## config.mk

```make
export PLATFORM = sky130hd
export DESIGN_NAME = rdptr_h_ctrl
export DESIGN_NICKNAME = d
export VERILOG_FILES = /design/src/rtl/rdptr_h_ctrl.sv
export SDC_FILE = /design/constraint.sdc
export NUM_CORES = 1
export LEC_CHECK = 0
export CAP_MARGIN = 0
export CORE_UTILIZATION = 50
export DETAILED_ROUTE_END_ITERATION = 6
export GPL_TIMING_DRIVEN = 0
export MAX_ROUTING_LAYER = met4
export PLACE_DENSITY = 0.82
export REMOVE_ABC_BUFFERS = 1
export SETUP_SLACK_MARGIN = 0.02
export SYNTH_ARGS = -nofsm -noshare
export SYNTH_HDL_FRONTEND = slang
export SYNTH_SLANG_ARGS = --single-unit
```

## constraint.sdc

```tcl
create_clock -name rdclk -period 4.6 [get_ports rdclk]
set_clock_uncertainty 0.1 [all_clocks]
set_input_delay 0.92 -clock rdclk [delete_from_list [all_inputs] [get_ports rdclk]]
set_output_delay 0.92 -clock rdclk [all_outputs]
set_load 0.05 [all_outputs]
```

## src/rtl/rdptr_h_ctrl.sv

```systemverilog
// Read-side FIFO pointer control: synchronises the write Gray pointer, tracks read pointers, and registers status flags.
// Latency: a pop updates pointers and flags on the same edge. A write pointer change appears in the flags two edges after it is captured. rd_en while empty is ignored and sets underflow.
module rdptr_h_ctrl #(
    parameter int PTR_WIDTH = 3,
    parameter int AE_THRESH = 1
) (
    input  logic                 rdclk,
    input  logic                 rdrst,
    input  logic                 rd_en,
    input  logic [PTR_WIDTH:0]   g_wrptr_async,
    output logic [PTR_WIDTH:0]   b_rdptr,
    output logic [PTR_WIDTH:0]   g_rdptr,
    output logic [PTR_WIDTH-1:0] rd_addr,
    output logic                 fifo_empty,
    output logic                 fifo_almost_empty,
    output logic [PTR_WIDTH:0]   rd_count,
    output logic                 rd_valid,
    output logic                 underflow
);

    localparam logic [PTR_WIDTH:0] AE_T = (PTR_WIDTH+1)'(AE_THRESH);

    logic [PTR_WIDTH:0] sync1;
    logic [PTR_WIDTH:0] sync2;
    logic [PTR_WIDTH:0] b_wrptr_sync;
    logic [PTR_WIDTH:0] b_rdptr_next;
    logic [PTR_WIDTH:0] g_rdptr_next;
    logic [PTR_WIDTH:0] count_next;
    logic               pop;

    // Two-flop synchroniser. Only sync2 is considered stable enough to decode.
    always_ff @(posedge rdclk) begin
        if (rdrst) begin
            sync1 <= '0;
            sync2 <= '0;
        end else begin
            sync1 <= g_wrptr_async;
            sync2 <= sync1;
        end
    end

    always_comb begin
        b_wrptr_sync            = '0;
        b_wrptr_sync[PTR_WIDTH] = sync2[PTR_WIDTH];
        for (int i = PTR_WIDTH - 1; i >= 0; i--) begin
            b_wrptr_sync[i] = b_wrptr_sync[i+1] ^ sync2[i];
        end
    end

    always_comb begin
        pop          = rd_en & ~fifo_empty;
        b_rdptr_next = b_rdptr + {{PTR_WIDTH{1'b0}}, pop};
        g_rdptr_next = (b_rdptr_next >> 1) ^ b_rdptr_next;
        count_next   = b_wrptr_sync - b_rdptr_next;
    end

    // Flags are computed from the next read pointer, so the last pop asserts empty with no bubble.
    always_ff @(posedge rdclk) begin
        if (rdrst) begin
            b_rdptr           <= '0;
            g_rdptr           <= '0;
            fifo_empty        <= 1'b1;
            fifo_almost_empty <= 1'b1;
            rd_count          <= '0;
            rd_valid          <= 1'b0;
            underflow         <= 1'b0;
        end else begin
            b_rdptr           <= b_rdptr_next;
            g_rdptr           <= g_rdptr_next;
            fifo_empty        <= (g_rdptr_next == sync2);
            fifo_almost_empty <= (count_next <= AE_T);
            rd_count          <= count_next;
            rd_valid          <= pop;
            underflow         <= underflow | (rd_en & fifo_empty);
        end
    end

    assign rd_addr = b_rdptr[PTR_WIDTH-1:0];

endmodule

```

* Word level (Yosys, flattened, before mapping)
Index checks and enable logic that the tools add are counted.
Storage, ports and cells: word-level logic and storage cells 21, output and inout bits 19, register bits after elaboration 24
Operators by class: eq/ne operators 1, bitwise gates (word level) 8, magnitude comparators 1, add/sub/neg operators 2
Operators by type and width (count):
- $add 4x1->4 | 1
- $eq 4x4->1 | 1
- $le 4x1->1 const B | 1
- $sub 4x4->4 | 1
- $xor 3x4->4 | 1
- $xor 1x1->1 | 3
- $and 1x1->1 | 2
- $not 1->1 | 1
- $or 1x1->1 | 1

* Logic depth before layout (Yosys ltp)
Gate-level depths: netlist of the first run.
depth after elaboration 5, mapped depth 9, gate-level depth less buffers 9

* Worst setup path before layout of the first run
No wires, ideal clock.
path type input -> register, start point input port rd_en, end point register fifo_almost_empty, setup time 115 ps, cell stages on the path 9, path buffers 0, data required time 4385 ps, setup slack 1694 ps, arrival 2690 ps, cell sequence nor2b_1 > ha_1 > ha_1 > xnor2_2 > ha_1 > a21bo_2 > o221ai_2 > xnor2_1 > a31o_1
On the way: word-level cells in the longest chain between the ends 4
Ends and longest elaborated chain:
- from (decl) | line 9 | input logic rd_en,
- $and 1x1->1 | line 51 | pop = rd_en & ~fifo_empty;
- $add 4x1->4 | line 52 | b_rdptr_next = b_rdptr + {{PTR_WIDTH{1'b0}}, pop};
- $sub 4x4->4 | line 54 | count_next = b_wrptr_sync - b_rdptr_next;
- $le 4x1->1 | line 71 | fifo_almost_empty <= (count_next <= AE_T);
- to (signal assigned) | line 71
- to (decl) | line 15 | output logic fifo_almost_empty,
Every way passes these cells. A chain may end at the register's enable or synchronous reset.

* Final worst setup path of the first run
start point input port rd_en, end point register fifo_almost_empty
On the way: word-level cells in the longest chain between the ends 4
Ends and longest elaborated chain:
- $and 1x1->1 | line 51
- named net pop | line 29 | logic pop;
- $add 4x1->4 | line 52
- $sub 4x4->4 | line 54
- $le 4x1->1 | line 71
The timed path passes the listed nets, and every way through them passes these cells.

==> impl_results.md, run 1 <==
- Final min period: 3.10 ns
- Top cell type's share of synthesized area: 0.476
- Count leader, synth: dfxtp_1
- # diodes: 0
- M2 GR Usage: 0.324
- Drt via density: 4.70
- Commonest cells in the netlist: 23 x dfxtp_1, 12 x nor2b_1, 10 x nor2_1
- Storage cell area: 460 um^2
- Synth Cell Area: 967 um^2
- Worst Hold Class: flop to flop
- Period utilization: 0.674
- CP Data Required Time: 4.71 ns
- Global-route wire length before repair: 2660 um
- Fin nets: 124
- DP Worst Slack: 1.15 ns
- Die footprint: 0.00211 mm^2
- Status: complete, no violations
- Std-Cell Rows: 15
- Avg Inst Size Synth: 10.9 um^2
- Grt ovf: 0
- Drt total wl: 1510 um
- Synth warn: 0
- Sequential share of the synthesized area: 0.476
- Boundary pin count: 26
- Final WS setup: 1.50 ns
- Maximum VDD drop: 0.314 mV
- #FFs+latches synth: 23
- CTS sink cnt: 23
- First-pass DRT Iterations: 3
- Share of cells above drive strength 1: 0.0991
- Gpl congestion: 0.756
- Worst setup EP type: flop
- Initial drt markers: 8
- Met1 Use GR: 0.202
- Hold_ws: 0.350 ns
- # hold bufs at CTS: 0
- CTS Root Cell: clkbuf_4
- Number of CTS-inserted buffers: 3
- Skew-Pair Late Insertion Delay: 0.31 ns
- Post-Syn Instances: 89
- GR met3 Demand/Resource: 0.0357
- Drc violations: 0
- Clock Tree Buf Depth: 2
- Worst-path maximum fanout: 5
- Startpoint types: input pin
- Post-CTS Setup Bufs: 0
- Post-DRT Antenna Nets: 0
- Total GRT Usage: 0.187
- Synth top area cells: dfxtp_1 48%, nor2b_1 7.8%, ha_1 6.5%, xor2_1 6.3%, xnor2_1 4.5%
- Pwr Total: 0.451 mW
- Die H: 46.0 um
- TritonCTS clock tree: yes
- Ys flop type: dfxtp_1
- Port Buf Inserts: 25
- Max-Slew Margin vs Limit: 0.495
- Vias in the first global route: 644
- Largest net degree at the start of global routing: 24
- Initial antenna violation count: 0
- Setup TNS: 0 ns
- Area Growth Syn to Fin: 27.6%
- CTS clk-pin slew, worst paths: 0.11 ns
- Critical path class: input pin to flop
- Asr flop ratio synth: 0
- Post-synth EDFFs: 0
- RSZ-0062 raised after global routing: no
- Final hold violation count: 0
- Vias: 639
- Pins Over Slew Limit: 0
- Filler cells: 154
- Max Fclk: 323 MHz
- Total power per unit cell area: 365 mW/mm^2
- CP Data Arrival Time: 3.21 ns
- Resize count post-CTS: 0
- Worst-margin pin slew: 0.755 ns
- # setup viols final: 0
- Max-cap viol count: 0
- Core box area: 0.00176 mm^2
- Cell accounting for the most synthesized area: dfxtp_1
- Number of H-tree levels: 1
- WL per Instance: 11.1 um
- Leak: 0.502 nW
- Synth cell types: 25
- HPWL Detailed: 1100 um
- Top Usage Layer GRT: met2
- Multi-input gate area: 454 um^2
- Initial core utilization: 0.548
- Die span in x: 46.0 um
[logic make-up after synthesis]
kind of cell,synth area share
simple gates,0.145
flops,0.476
xor+xnor,0.179
buf+inv,0.0543
compound gates,0.0699
fa+ha+maj,0.0647
mux,0.0116
[flip-flops by register name, summed over array words and instances (netlist names)]
| register | cells |
|---|---|
| b_rdptr | 4 |
| rd_count | 4 |
| sync1 | 4 |
| sync2 | 4 |
| g_rdptr | 3 |
| fifo_almost_empty | 1 |
| fifo_empty | 1 |
| rd_valid | 1 |
| underflow | 1 |
[per-stage QoR]
step / instances / instance area [um^2] / util
floorplan: 82 / 926 / -
global placement: 132 / 1210 / 0.684
detailed placement: 132 / 1210 / 0.684
CTS: 136 / 1230 / 0.699
global route: 136 / 1230 / 0.699
finish: 136 / 1230 / 0.699
[layer usage]
layer	up-vias	share of wire
met5	-	0
met4	0	0.017
met3	4	0.037
met2	18	0.52
met1	290	0.42
li1	327	-
[critical path, stage by stage]
cell and delay (ns):
clkdlybuf4s50_1 0.41, nor2b_1 0.14, ha_1 0.20, ha_1 0.24, xnor2_2 0.29, ha_1 0.32, a21bo_2 0.21, o221ai_2 0.10
xnor2_1 0.15, a31o_1 0.21
[placed cells by master (no fill, tap or decap), types with 2 or more instances in the layout]
| master | n |
|---|---|
| clkdlybuf4s50_1 | 25 |
| ha_1 | 5 |
| inv_1 | 3 |
| a21oi_1 | 2 |
| nor2_1 | 10 |
| dfxtp_1 | 23 |
| xor2_1 | 7 |
| xnor2_1 | 5 |
| nor2b_1 | 12 |
| clkbuf_4 | 3 |
[worst paths after layout]
check                                      startpoint  slack, ns  cells after the start                      endpoint
worst max-delay path                            rd_en       1.50                     10  fifo_almost_empty$_SDFF_PP1_
worst min-delay path              sync1[2]$_SDFF_PP0_       0.35                      1           sync2[2]$_SDFF_PP0_
worst max register to register  fifo_empty$_SDFF_PP1_       2.23                      9  fifo_almost_empty$_SDFF_PP1_
worst min register to register    sync1[2]$_SDFF_PP0_       0.35                      1           sync2[2]$_SDFF_PP0_
[power by group]
part | internal [mW] | switching [mW]
clock | 0.0339 | 0.0553
sequential | 0.216 | 0.00652
combinational | 0.0556 | 0.0837
[layout make-up]
type                            instances  area share
Clock buffer                            4      0.0213
Inverter                                3     0.00913
Multi-Input combinational cell         56       0.368
Sequential cell                        23       0.373
Tap cell                               25      0.0254
Timing Repair Buffer                   25       0.203
Power figures use the tool's default switching activity.
==> run 2: changes to the inputs <==
Settings changed: CORE_UTILIZATION 50 to 42, PLACE_DENSITY 0.82 to 0.74.
Clock period 4.6 ns to 2.6 ns, I/O delays scaled along.
==> run 2 against run 1 <==
Effect of this change: flip-flop and latch count did not move; critical path depth did not move; die area is 18% higher; via count grew 2.8%; core utilization is 10 points lower; worst hold slack better by 0.0029 ns; worst setup slack got worse by 1.5 ns; register-to-register slack got worse by 1.9 ns; critical endpoint unchanged.
==> impl_results.md, run 2 (synthesis results as in run 1) <==
- Grt ovf: 0 (unchanged)
- CTS sink cnt: 23 (unchanged)
- CP Buf/Inv Count: 1 (unchanged)
- Vias in the first global route: 602 (-6.5%)
- Post-DRT Antenna Nets: 0 (unchanged)
- Max-cap viol count: 0 (unchanged)
- Filler cells: 191 (+24%)
- Status: complete, no violations
- CTS Root Cell: clkbuf_4
- Pins Over Slew Limit: 0 (unchanged)
- Worst-margin pin slew: 0.732 ns (-0.0232 ns)
- Clock Tree Buf Depth: 2 (unchanged)
- Drt total wl: 1560 um (+3.4%)
- DP Worst Slack: -0.490 ns (-1.64 ns)
- Gpl congestion: 0.726 (-3.9%)
- Clk pwr share: 0.207 (+0.009)
- Die footprint: 0.00250 mm^2 (+18%)
- Sw frac: 0.334 (+0.0108)
- Fin cells: 142 (+4.4%)
- Psw: 0.272 mW (+87%)
- CTS clk-pin slew, worst paths: 0.13 ns (+0.02 ns)
- Most common cell after layout, fill and taps aside: clkdlybuf4s50_1
- Final min period: 2.56 ns
- R2R Path Start: fifo_empty$_SDFF_PP1_
- Critical path class: input pin to flop
- CP Cell Sequence: clkdlybuf4s50_1 -> nor2b_2 -> ha_2 -> ha_4 -> xnor2_4 -> ha_4 -> a21bo_2 -> o221ai_2 -> xnor2_1 -> a31o_1
- Most frequent CP cell: ha_4
- Worst path top cell family by delay: adder cells
- # diodes: 0 (unchanged)
- CP Data Arrival Time: 2.68 ns (-0.53 ns)
- Max incr delay on CP: 0.43 ns (+0.02 ns)
- Final hold violation count: 0 (unchanged)
- Number of placed instances, taps included: 135 (+2.3%)
- Area Growth Syn to Fin: 34.7%
- Core box area: 0.00219 mm^2 (+24%)
- Max-Slew Margin vs Limit: 0.510 (+0.0155)
- Most frequent cells in the layout: 25 x clkdlybuf4s50_1, 23 x dfxtp_1, 11 x nor2b_1
- HPWL Detailed: 1110 um (+0.44%)
- Boundary pin count: 26 (unchanged)
- Vias: 657 (+2.8%)
- Worst setup path startpoint: rd_en
- Number of CTS-inserted buffers: 3 (unchanged)
- Period utilization: 0.984
- Global-route wire length before repair: 2660 um (-0.26%)
- Worst-path maximum fanout: 5 (unchanged)
- Largest net degree at the start of global routing: 24 (unchanged)
- Startpoint types: input pin
- Max Fclk: 391 MHz
- First-pass DRT Iterations: 4 (+1)
- Total power per unit cell area: 625 mW/mm^2 (+71%)
- Die H: 50.0 um (+8.7%)
- Skew-Pair Late Insertion Delay: 0.31 ns (about the same)
- # setup viols final: 0 (unchanged)
- Slowest stage cell, crit path: clkdlybuf4s50_1
- Initial antenna violation count: 0 (unchanged)
- Fin nets: 127 (+2.4%)
- Initial drt markers: 2 (-6)
- Final WS setup: 0.0419 ns (-1.46 ns)
- Int Pwr: 0.542 mW (+78%)
- Initial core utilization: 0.441 (-0.107)
- Std-Cell Rows: 17 (+2)
- Gate power share: 0.309 (about the same)
- WL per Instance: 11.0 um (-0.99%)
- Total GRT Usage: 0.152 (-0.0352)
- Hold path startpoint: sync1[2]$_SDFF_PP0_
- Worst Hold Class: flop to flop
- Port Buf Inserts: 25 (unchanged)
- TritonCTS clock tree: yes
- Worst setup EP type: flop
- Leak: 0.518 nW (+3.2%)
- RSZ-0062 raised after global routing: no
- Maximum VDD drop: 0.410 mV (+30%)
- Share of cells above drive strength 1: 0.167 (+0.0676)
- CP Data Required Time: 2.72 ns (-1.99 ns)
- Sequential cell fraction of total power: 0.484 (-0.009)
- Drt via density: 4.63 (-1.5%)
- Number of H-tree levels: 1 (unchanged)
- Die span in x: 50.0 um (+8.7%)
- Drc violations: 0 (unchanged)
run 2: changes by cell type in the layout (fill, tap and decap cells not counted), sizes merged:
cell	delta
clkinv	+1
buf	+3
clkbuf	-1
run 2: path summary, 6_finish.rpt:
path                                                endpoint  slack [ns]  depth (start not counted)
worst max-delay path            fifo_almost_empty$_SDFF_PP1_        0.04                         10
worst min-delay path                     sync2[2]$_SDFF_PP0_        0.35                          1
worst max register to register  fifo_almost_empty$_SDFF_PP1_        0.38                          9
worst min register to register           sync2[2]$_SDFF_PP0_        0.35                          1
run 2: what timing repair did:
action,in CTS,in global routing
gates resized for setup,6,0
setup buffers,2,1
pin swaps,2,3
endpoints found under the setup margin,2,1
hold buffers,0,0
run 2: power by group through the flow:
stage,registers (mW),logic (mW),clock network (mW)
floorplan,0.491,0.0806,0
global placement,0.400,0.242,0
detailed placement,0.402,0.246,0
CTS,0.394,0.253,0.172
global route,0.397,0.269,0.191
finish,0.394,0.252,0.169
run 2: through the flow:
step | total power, mW | area (um^2) | util | TNS, ns | hold WS (ns)
after floorplan | 0.571 | 926 | - | -0.398 | 0.314
after global placement | 0.642 | 1210 | 0.553 | -1.17 | 0.317
after detailed placement | 0.648 | 1210 | 0.553 | -1.36 | 0.329
after CTS | 0.819 | 1290 | 0.591 | 0 | 0.358
after global routing | 0.857 | 1300 | 0.595 | 0 | 0.361
final | 0.814 | 1300 | 0.595 | 0 | 0.352
run 2: area by class of cell:
type / instances / area [um^2] / area share
Multi-Input combinational cell: 56 / 495 / 0.380
Clock inverter: 1 / 5.00 / 0.00384
Timing Repair Buffer: 28 / 273 / 0.209
Clock buffer: 3 / 22.5 / 0.0173
Inverter: 3 / 11.3 / 0.00865
Tap cell: 28 / 35.0 / 0.0269
Sequential cell: 23 / 460 / 0.354
run 2: worst register-to-register path: stages (launching register included):
cell	delay, ns
dfxtp_1	0.41
nor2b_2	0.07
ha_2	0.20
ha_4	0.18
xnor2_4	0.17
ha_4	0.29
a21bo_2	0.22
o221ai_2	0.15
xnor2_1	0.12
a31o_1	0.22
run 2: metal layers:
metal,up-vias,global-route usage,part of all wire
li1,329,-,-
met1,301,0.150,0.38
met2,23,0.267,0.55
met3,4,0.0278,0.046
met4,0,0.100,0.023
met5,-,-,0
